<file path="src/rtl/vecmac_pkg.sv">
// Shared types and helpers for the vector MAC operand path.
// Holds the feeder FSM state encoding, the legal lane counts and ceil_div.
package vecmac_pkg;

   typedef enum logic [1:0] {
      ST_IDLE  = 2'd0,
      ST_RUN   = 2'd1,
      ST_DRAIN = 2'd2
   } feed_state_e;

   localparam int LANES_ONE  = 1;
   localparam int LANES_FOUR = 4;

   function automatic int ceil_div(input int num, input int den);
      return (num + den - 1) / den;
   endfunction

endpackage

</file>
<file path="src/rtl/vec_tail_mask.sv">
// Byte-enable for one output beat: a lane is live only if it is within the
// beat's lane count and its element index lies below ELEMS.
module vec_tail_mask
   import vecmac_pkg::*;
#(
   parameter int ELEMS = 1000
)(
   input  logic [31:0] base_idx,
   input  logic [2:0]  lanes,
   output logic [3:0]  byte_en
);

   always_comb begin
      byte_en = '0;
      for (int i = 0; i < 4; i++) begin
         if ((32'(i) < 32'(lanes)) && ((base_idx + 32'(i)) < 32'(ELEMS))) begin
            byte_en[i] = 1'b1;
         end
      end
   end

endmodule

</file>
<file path="src/rtl/vec_operand_feeder.sv">
// Streams INT8 operand vectors A and B from two word-wide memories to the MAC
// core, either one packed word per beat or one element per beat.
module vec_operand_feeder
   import vecmac_pkg::*;
#(
   parameter int ELEMS        = 1000,
   parameter int ACTIVE_LANES = 1,
   parameter int ADDR_W       = 10
)(
   input  logic              clk,
   input  logic              rst,
   input  logic              start,
   input  logic              abort,
   output logic              mem_rd_en,
   output logic [ADDR_W-1:0] mem_addr,
   input  logic [31:0]       mem_a_rdata,
   input  logic [31:0]       mem_b_rdata,
   output logic              vec_valid,
   output logic [31:0]       vec_a,
   output logic [31:0]       vec_b,
   output logic              busy,
   output logic              done
);

   localparam int WORDS  = ceil_div(ELEMS, 4);
   localparam int BEATS  = ceil_div(ELEMS, ACTIVE_LANES);
   localparam int BEAT_W = $clog2(BEATS + 1);
   localparam logic [ADDR_W-1:0] LAST_ADDR = ADDR_W'(WORDS - 1);
   localparam logic [BEAT_W-1:0] LAST_BEAT = BEAT_W'(BEATS - 1);
   localparam logic [BEAT_W-1:0] ALL_BEATS = BEAT_W'(BEATS);
   localparam bit WIDE = (ACTIVE_LANES == LANES_FOUR);

   if (ACTIVE_LANES != LANES_ONE && ACTIVE_LANES != LANES_FOUR) begin : g_bad_lanes
      $error("vec_operand_feeder: ACTIVE_LANES must be 1 or 4");
   end
   if (ELEMS < 1 || ELEMS > 4 * (2 ** ADDR_W)) begin : g_bad_elems
      $error("vec_operand_feeder: ELEMS out of range for ADDR_W");
   end

   feed_state_e       state_q, state_d;
   logic              rd_en_q, rd_en_d;
   logic [ADDR_W-1:0] addr_q, addr_d;
   logic [1:0]        phase_q, phase_d;
   logic              rvld_q, rvld_d;
   logic [BEAT_W-1:0] beat_q, beat_d;
   logic [1:0]        lane_q, lane_d;
   logic [31:0]       buf_a_q, buf_a_d, buf_b_q, buf_b_d;
   logic              vld_q, vld_d, last_q, last_d, done_q, done_d;
   logic [31:0]       vec_a_q, vec_a_d, vec_b_q, vec_b_d;

   logic              emit;
   logic [31:0]       src_a, src_b;
   logic [1:0]        src_lane;
   logic [31:0]       base_idx;
   logic [3:0]        byte_en;
   logic [31:0]       lane_mask;

   assign base_idx  = WIDE ? (32'(beat_q) << 2) : 32'(beat_q);
   assign lane_mask = {{8{byte_en[3]}}, {8{byte_en[2]}}, {8{byte_en[1]}}, {8{byte_en[0]}}};

   vec_tail_mask #(.ELEMS(ELEMS)) u_tail_mask (
      .base_idx (base_idx),
      .lanes    (3'(ACTIVE_LANES)),
      .byte_en  (byte_en)
   );

   always_comb begin
      state_d  = state_q;
      rd_en_d  = 1'b0;
      addr_d   = addr_q;
      phase_d  = phase_q;
      rvld_d   = rd_en_q;
      beat_d   = beat_q;
      lane_d   = lane_q;
      buf_a_d  = buf_a_q;
      buf_b_d  = buf_b_q;
      vld_d    = 1'b0;
      last_d   = 1'b0;
      done_d   = 1'b0;
      vec_a_d  = '0;
      vec_b_d  = '0;
      emit     = 1'b0;
      src_a    = mem_a_rdata;
      src_b    = mem_b_rdata;
      src_lane = 2'd0;

      // Single-lane mode drains the buffered word between reads; fresh read
      // data always starts at lane 0 and refills the buffer.
      if (WIDE) begin
         emit = rvld_q && (beat_q != ALL_BEATS);
      end else begin
         emit = (rvld_q || (lane_q != 2'd0)) && (beat_q != ALL_BEATS);
         if (!rvld_q) begin
            src_a    = buf_a_q;
            src_b    = buf_b_q;
            src_lane = lane_q;
         end
      end

      if (emit) begin
         vld_d  = 1'b1;
         last_d = (beat_q == LAST_BEAT);
         beat_d = beat_q + BEAT_W'(1);
         if (WIDE) begin
            vec_a_d = src_a & lane_mask;
            vec_b_d = src_b & lane_mask;
         end else begin
            vec_a_d = {24'd0, src_a[{src_lane, 3'b000} +: 8]} & lane_mask;
            vec_b_d = {24'd0, src_b[{src_lane, 3'b000} +: 8]} & lane_mask;
            lane_d  = src_lane + 2'd1;
         end
         if (rvld_q) begin
            buf_a_d = mem_a_rdata;
            buf_b_d = mem_b_rdata;
         end
      end

      // phase spaces single-lane reads four cycles apart so the next word
      // lands exactly as the buffer runs out.
      case (state_q)
         ST_IDLE: begin
            if (start) begin
               state_d = ST_RUN;
               rd_en_d = 1'b1;
               addr_d  = '0;
               phase_d = 2'd0;
            end
         end
         ST_RUN: begin
            phase_d = phase_q + 2'd1;
            if (rd_en_q && (addr_q == LAST_ADDR)) begin
               state_d = ST_DRAIN;
            end else if (WIDE || (phase_q == 2'd3)) begin
               rd_en_d = 1'b1;
               addr_d  = addr_q + ADDR_W'(1);
            end
         end
         ST_DRAIN: begin
            state_d = ST_DRAIN;
         end
         default: begin
            state_d = ST_IDLE;
         end
      endcase

      if (vld_q && last_q) begin
         state_d = ST_IDLE;
         done_d  = 1'b1;
         beat_d  = '0;
         lane_d  = 2'd0;
      end

      if (abort) begin
         state_d = ST_IDLE;
         rd_en_d = 1'b0;
         rvld_d  = 1'b0;
         vld_d   = 1'b0;
         last_d  = 1'b0;
         done_d  = 1'b0;
         vec_a_d = '0;
         vec_b_d = '0;
         beat_d  = '0;
         lane_d  = 2'd0;
      end
   end

   always_ff @(posedge clk) begin
      if (rst) begin
         state_q <= ST_IDLE;
         rd_en_q <= 1'b0;
         addr_q  <= '0;
         phase_q <= 2'd0;
         rvld_q  <= 1'b0;
         beat_q  <= '0;
         lane_q  <= 2'd0;
         buf_a_q <= '0;
         buf_b_q <= '0;
         vld_q   <= 1'b0;
         last_q  <= 1'b0;
         done_q  <= 1'b0;
         vec_a_q <= '0;
         vec_b_q <= '0;
      end else begin
         state_q <= state_d;
         rd_en_q <= rd_en_d;
         addr_q  <= addr_d;
         phase_q <= phase_d;
         rvld_q  <= rvld_d;
         beat_q  <= beat_d;
         lane_q  <= lane_d;
         buf_a_q <= buf_a_d;
         buf_b_q <= buf_b_d;
         vld_q   <= vld_d;
         last_q  <= last_d;
         done_q  <= done_d;
         vec_a_q <= vec_a_d;
         vec_b_q <= vec_b_d;
      end
   end

   assign mem_rd_en = rd_en_q;
   assign mem_addr  = addr_q;
   assign vec_valid = vld_q;
   assign vec_a     = vec_a_q;
   assign vec_b     = vec_b_q;
   assign busy      = (state_q != ST_IDLE);
   assign done      = done_q;

endmodule
</file>
<file path="config.mk">
export PLATFORM = sky130hd
export DESIGN_NAME = vec_operand_feeder
export DESIGN_NICKNAME = d
export VERILOG_FILES = /design/src/rtl/vecmac_pkg.sv /design/src/rtl/vec_tail_mask.sv /design/src/rtl/vec_operand_feeder.sv
export SDC_FILE = /design/constraint.sdc
export NUM_CORES = 1
export LEC_CHECK = 0
export BUFFER_PORTS_ARGS = -buffer_cell sky130_fd_sc_hd__clkbuf_2
export CORE_MARGIN = 3
export CORE_UTILIZATION = 35
export DETAILED_ROUTE_END_ITERATION = 16
export SYNTH_ARGS = -nofsm -noshare
export SYNTH_HDL_FRONTEND = slang
export SYNTH_SLANG_ARGS = --single-unit
</file>
<file path="constraint.sdc">
create_clock -name clk -period 1.56 [get_ports clk]
set_input_delay 0.156 -clock clk [delete_from_list [all_inputs] [get_ports clk]]
set_output_delay 0.156 -clock clk [all_outputs]
set_load 0.02 [all_outputs]
</file>
# Word level (Yosys, flattened, before mapping)
# Cells that the tools add are included.
# W data, S select, Z words.
[word_totals] regBits=159 wordCells=67 input_bits=68 out_inout_bits=78
[op_classes] n_eq_ne=10 reduce_logical=14 shifts=2 order_cmp=1 add_sub_neg=4 n_bitwise=3 muxes=19
[ops] operator="$mux W32" count=2
[ops] operator="$shiftx A32 B6 Y8" count=2
[ops] operator="$mux W10" count=3
[ops] operator="$add A10 B1 Y10 const B" count=2
[ops] operator="$pmux W10 S2" count=1
[ops] operator="$and A8 B8 Y8" count=2
[ops] operator="$eq A10 B10 Y1 const B" count=1
[ops] operator="$eq A10 B8 Y1 const B" count=1
[ops] operator="$lt A10 B10 Y1 const B" count=1
[ops] operator="$ne A10 B10 Y1 const B" count=1
[ops] operator="$mux W2" count=4
[ops] operator="$ne A2 B2 Y1 const B" count=4
[ops] operator="$mux W1" count=6
[ops] operator="$pmux W2 S3" count=1
[ops] operator="$reduce_bool A2 Y1" count=3
[ops] operator="$reduce_or A3 Y1" count=2
[ops] operator="$add A2 B1 Y2 const B" count=2
[ops] operator="$eq A2 B2 Y1 const B" count=2
[ops] operator="$pmux W2 S2" count=1
[ops] operator="$reduce_and A2 Y1" count=2
[ops] operator="$reduce_and A4 Y1" count=1
[ops] operator="$logic_and A1 B1 Y1" count=3
[ops] operator="$eq A2 B1 Y1 const B" count=1
[ops] operator="$logic_not A2 Y1" count=1
[ops] operator="other kinds (4)" count=4

# Logic depth before layout (Yosys ltp)
[logic_depth] word_depth=5 depth_mapped=7

# Hierarchy
# A second synthesis with hierarchy kept.
[unflattened] hier_cells=852 area_unflattened_um2=6906.6
[modules_own_cells] mod="vec_operand_feeder" instances=1 seq_area_each_um2=2222.1 cells_per_inst=610 area_per_inst_um2=5449.0
[modules_own_cells] mod="vec_tail_mask" instances=1 seq_area_each_um2=0.0 cells_per_inst=242 area_per_inst_um2=1457.6

# Worst setup path before layout
# Ideal clock, no wire load.
[synth_path] path_kind="flip-flop to flip-flop" from="register state_q[0]" to="register addr_q[9], in the netlist mem_addr[9]" path_stages_with_launch=7 arrival_ps=1628 required_time_ps=1490 path_slack_ps=-138 path_buffers=0 setup_ps=70 synth_period_minus_slack_ps=1698 cell_sequence="dfxtp_1 -> inv_1 -> ha_1 -> mux2i_1 -> or2_0 -> or4_1 -> a21oi_1"
[synth_via] elab_chain_len=3 elab_cells_between_ends=8
[synth_lines] item="start: declaration" line="vec_operand_feeder.sv:40" source="feed_state_e state_q, state_d;"
[synth_lines] item="start signal: assignment" line="vec_operand_feeder.sv:184" source="state_q <= state_d;"
[synth_lines] item="$eq A2 B1 Y1 or $logic_not A2 Y1 (tied branches)" line="vec_operand_feeder.sv:120" source="case (state_q)"
[synth_lines] item="$ne A2 B2 Y1 (no line) or $reduce_bool A2 Y1 (tied branches)"
[synth_lines] item="$reduce_and A4 Y1 (no line)"
[synth_lines] item="end signal: assignment" line="vec_operand_feeder.sv:186" source="addr_q <= addr_d;"
[synth_lines] item="end: declaration" line="vec_operand_feeder.sv:42" source="logic [ADDR_W-1:0] addr_q, addr_d;"
# Parallel ways exist; a longest one is shown, timed or not.
# A chain may end at the register's enable or synchronous reset.

# Worst setup path after layout
[layout_path] from="register beat_q[1]" to="register buf_b_q[5]"
[layout_via] elab_chain_len=2
[layout_lines] item="start: declaration" line="vec_operand_feeder.sv:45" source="logic [BEAT_W-1:0] beat_q, beat_d;"
[layout_lines] item="start signal: assignment" line="vec_operand_feeder.sv:189" source="beat_q <= beat_d;"
[layout_lines] item="$ne A10 B10 Y1" line="vec_operand_feeder.sv:92" source="emit = (rvld_q || (lane_q != 2'd0)) && (beat_q != ALL_BEATS);"
[layout_lines] item="$logic_and A1 B1 Y1" line="vec_operand_feeder.sv:92"
[layout_lines] item="end signal: assignment" line="vec_operand_feeder.sv:192" source="buf_b_q <= buf_b_d;"
[layout_lines] item="end: declaration" line="vec_operand_feeder.sv:47" source="logic [31:0] buf_a_q, buf_a_d, buf_b_q, buf_b_d;"
# No other way between the ends.

==> results.cfg <==
[setup_path]
cp-start-kind = flip-flop
r2r_cells = 9
crit_type = flip-flop to flip-flop
worst_setup_path_end_kind = flip-flop
crit_arrival_ns = 1.92
worst_ep_required_time_ns = 1.84
worstPathMaxFanout = 8

[route]
num_vias = 4634
drtPass1Iterations = 4
wire_per_inst_microns = 15.2
drcViolationCount = 0
avgViaCountPerCell = 5.00
drt_iter0_markers = 359
final_antenna_net_count = 0
drt-total-wl_microns = 14100

[status]
violations = setup timing
status = finished, violations left

[synth]
syn_area_sq_um = 5130
yosysWarnings = 0
synthCells = 602
ys_ff_latch = 111
yosys_most_used_dff = dfxtp_1
synthArstFlopShare_pct = 0
synthTopCellsByCount = nand2_1, dfxtp_1, a21oi_1
synth_top_cell_by_area = dfxtp_1
synth_edf_count = 0
ys_seq_area_share_pct = 43.3
synth_most_common_cell = nand2_1
synth_area_leaders = dfxtp_1, nand2_1, a21oi_1
yosysTopAreaCellShare_pct = 43.3
avgSynthCellArea_sq_um = 8.53
synth.distinct_cells = 51

[die]
fp.coreArea_sq_um = 14100
die-area_sq_um = 16200
pin_count = 146
dieHeight_microns = 127
die_x_microns = 127
core.rowCount = 43
start_util_pct = 36.4

[clocking]
cts_buffers = 9
postCtsHoldBufs = 0
clockRootBuffer = clkbuf_16
clk_latency_ns = 0.35
tritoncts = built
clock_path_buffers = 2
clock-sinks = 111
clk_pin_slew_ns = 0.08
cts_max_level = 3

[place]
dpl_cell_area_sq_um = 5910
gp_congestion = 0.813
place_ws_ns = -0.126
portBuffers = 97
place_inst = 893
hpwl_microns = 9380

[sta]
worst_pin_slew_ns = 0.521
finalHoldViolCount = 0
whs_ns = 0.0174
setup_viol_count_final = 67
timing.final.ws_setup_ns = -0.0813
drv_slew = 0
clock_skew_ns = 0.00761
min_period_over_period_pct = 105
rsz0062_at_grt = true
fmax_mhz = 609
max_slew_margin_pct = 65.2
layout_min_cycle_time_ns = 1.64

[global_route]
grt_remaining_overflow = 0
antenna_found_initial = 0
grt_pass1_wl_microns = 22400
grt_pass1_vias = 4632
grt.total_usage_pct = 17.1
grt_max_degree = 42

[final_layout]
antenna_cells = 0
final_cells = 927
drive_above_1_share_pct = 40.2
nNetsFinal = 817
fin_area_sq_um = 6930
syn2layout_area_growth_pct = 34.9

[power_and_ir_drop]
peakVddDrop_mv = 0.561
p_leak_nw = 2.72
p_per_area_nw_per_um2 = 839

[run]
max_cap_violations = 0

[worst_hold_path]
hold_path_class = input port to flip-flop
min_path_cells = 3
## layer usage
metal,share of wire [%],global-route usage (%),vias up
met5,0,0,-
met4,2.3,7.57,0
met1,44,21.7,2216
li1,-,-,2226
met2,48,28.5,169
met3,5.9,2.93,23
## sequential cells by signal, indices dropped and copies added, names as in the netlist
name	count
beat_q	10
last_q	1
phase_q	2
mem_addr	10
buf_a_q	32
vec_b	8
vec_a	8
rvld_q	1
state_q	2
mem_rd_en	1
done	1
vec_valid	1
buf_b_q	32
lane_q	2
## what timing repair did
item                                   4_1_cts  5_1_grt
buffers inserted                             9        5
gates resized for setup                     78       49
setup endpoints to repair                   80       93
cloned                                       6        0
pin swaps                                   26       26
endpoints found under the hold margin        0        0
## power by group
part / switching (W) / internal [W]
registers: 0.0000173 / 0.00286
logic: 0.000334 / 0.000192
clock network: 0.00109 / 0.00132
total: 0.00144 / 0.00437
## kinds of logic after synthesis
family | Yosys count | share of synthesized area, %
AO/OA/AOI/OAI | 114 | 12.8
XOR/XNOR | 9 | 1.54
adder cells (fa/ha/maj) | 7 | 1.71
buffers and inverters | 91 | 11.4
flip-flops | 111 | 43.3
multiplexers | 21 | 8.02
other | 1 | 0.0731
AND/OR/NAND/NOR | 248 | 21.2
## final timing paths
kind                         from  slack [ns]     endpoint
setup / recovery        beat_q[1]       -0.08   buf_b_q[5]
hold / removal    mem_a_rdata[12]        0.02  buf_a_q[12]
setup reg to reg        beat_q[1]       -0.08   buf_b_q[5]
hold reg to reg       buf_b_q[21]        0.45  buf_b_q[21]
## layout by cell type (no fill, tap or decap), drive strengths merged, types with 2 or more instances in the layout
| cell | instances |
|---|---|
| a211oi | 2 |
| a21oi | 91 |
| a311oi | 3 |
| a31oi | 3 |
| and3 | 2 |
| buf | 65 |
| clkbuf | 107 |
| clkinv | 3 |
| conb | 48 |
| dfxtp | 111 |
| ha | 7 |
| inv | 12 |
| mux2i | 4 |
| mux4 | 16 |
| nand2 | 175 |
| nand2b | 3 |
| nand3 | 9 |
| nand3b | 2 |
| nand4 | 6 |
| nor2 | 20 |
| nor3 | 9 |
| nor4 | 4 |
| nor4b | 2 |
| o21ai | 7 |
| o31ai | 3 |
| or2 | 2 |
| or3 | 3 |
| or4 | 4 |
| xnor2 | 6 |
| xor2 | 3 |
## worst max-delay path: stages, from the launching register on
cell and delay (ns):
dfxtp_2 0.33, inv_2 0.04, ha_4 0.15, and4bb_2 0.26, a31oi_4 0.18, buf_12 0.13, buf_8 0.13, buf_12 0.15
nand2_4 0.05, a21oi_2 0.13
## stage by stage
stage	TNS, ns	total power (W)	utilization, %
after floorplan	-0.0216	0.00328	-
after global placement	-0.289	0.00337	41.9
after detailed placement	-1.99	0.00337	41.9
after CTS	-2.25	0.00583	47.6
after global routing	-6.96	0.00603	49.1
final	-3.05	0.00581	49.1
## cell type report
type / count / area, sq um
Inverter: 11 / 43.8
Tap cell: 180 / 225
Multi-Input combinational cell: 447 / 2910
Sequential cell: 111 / 2240
Clock inverter: 6 / 78.8
Timing Repair Buffer: 162 / 1190
Fill cell: 1304 / 7170
Clock buffer: 10 / 239
No activity file was read; power rests on OpenSTA's default activity.
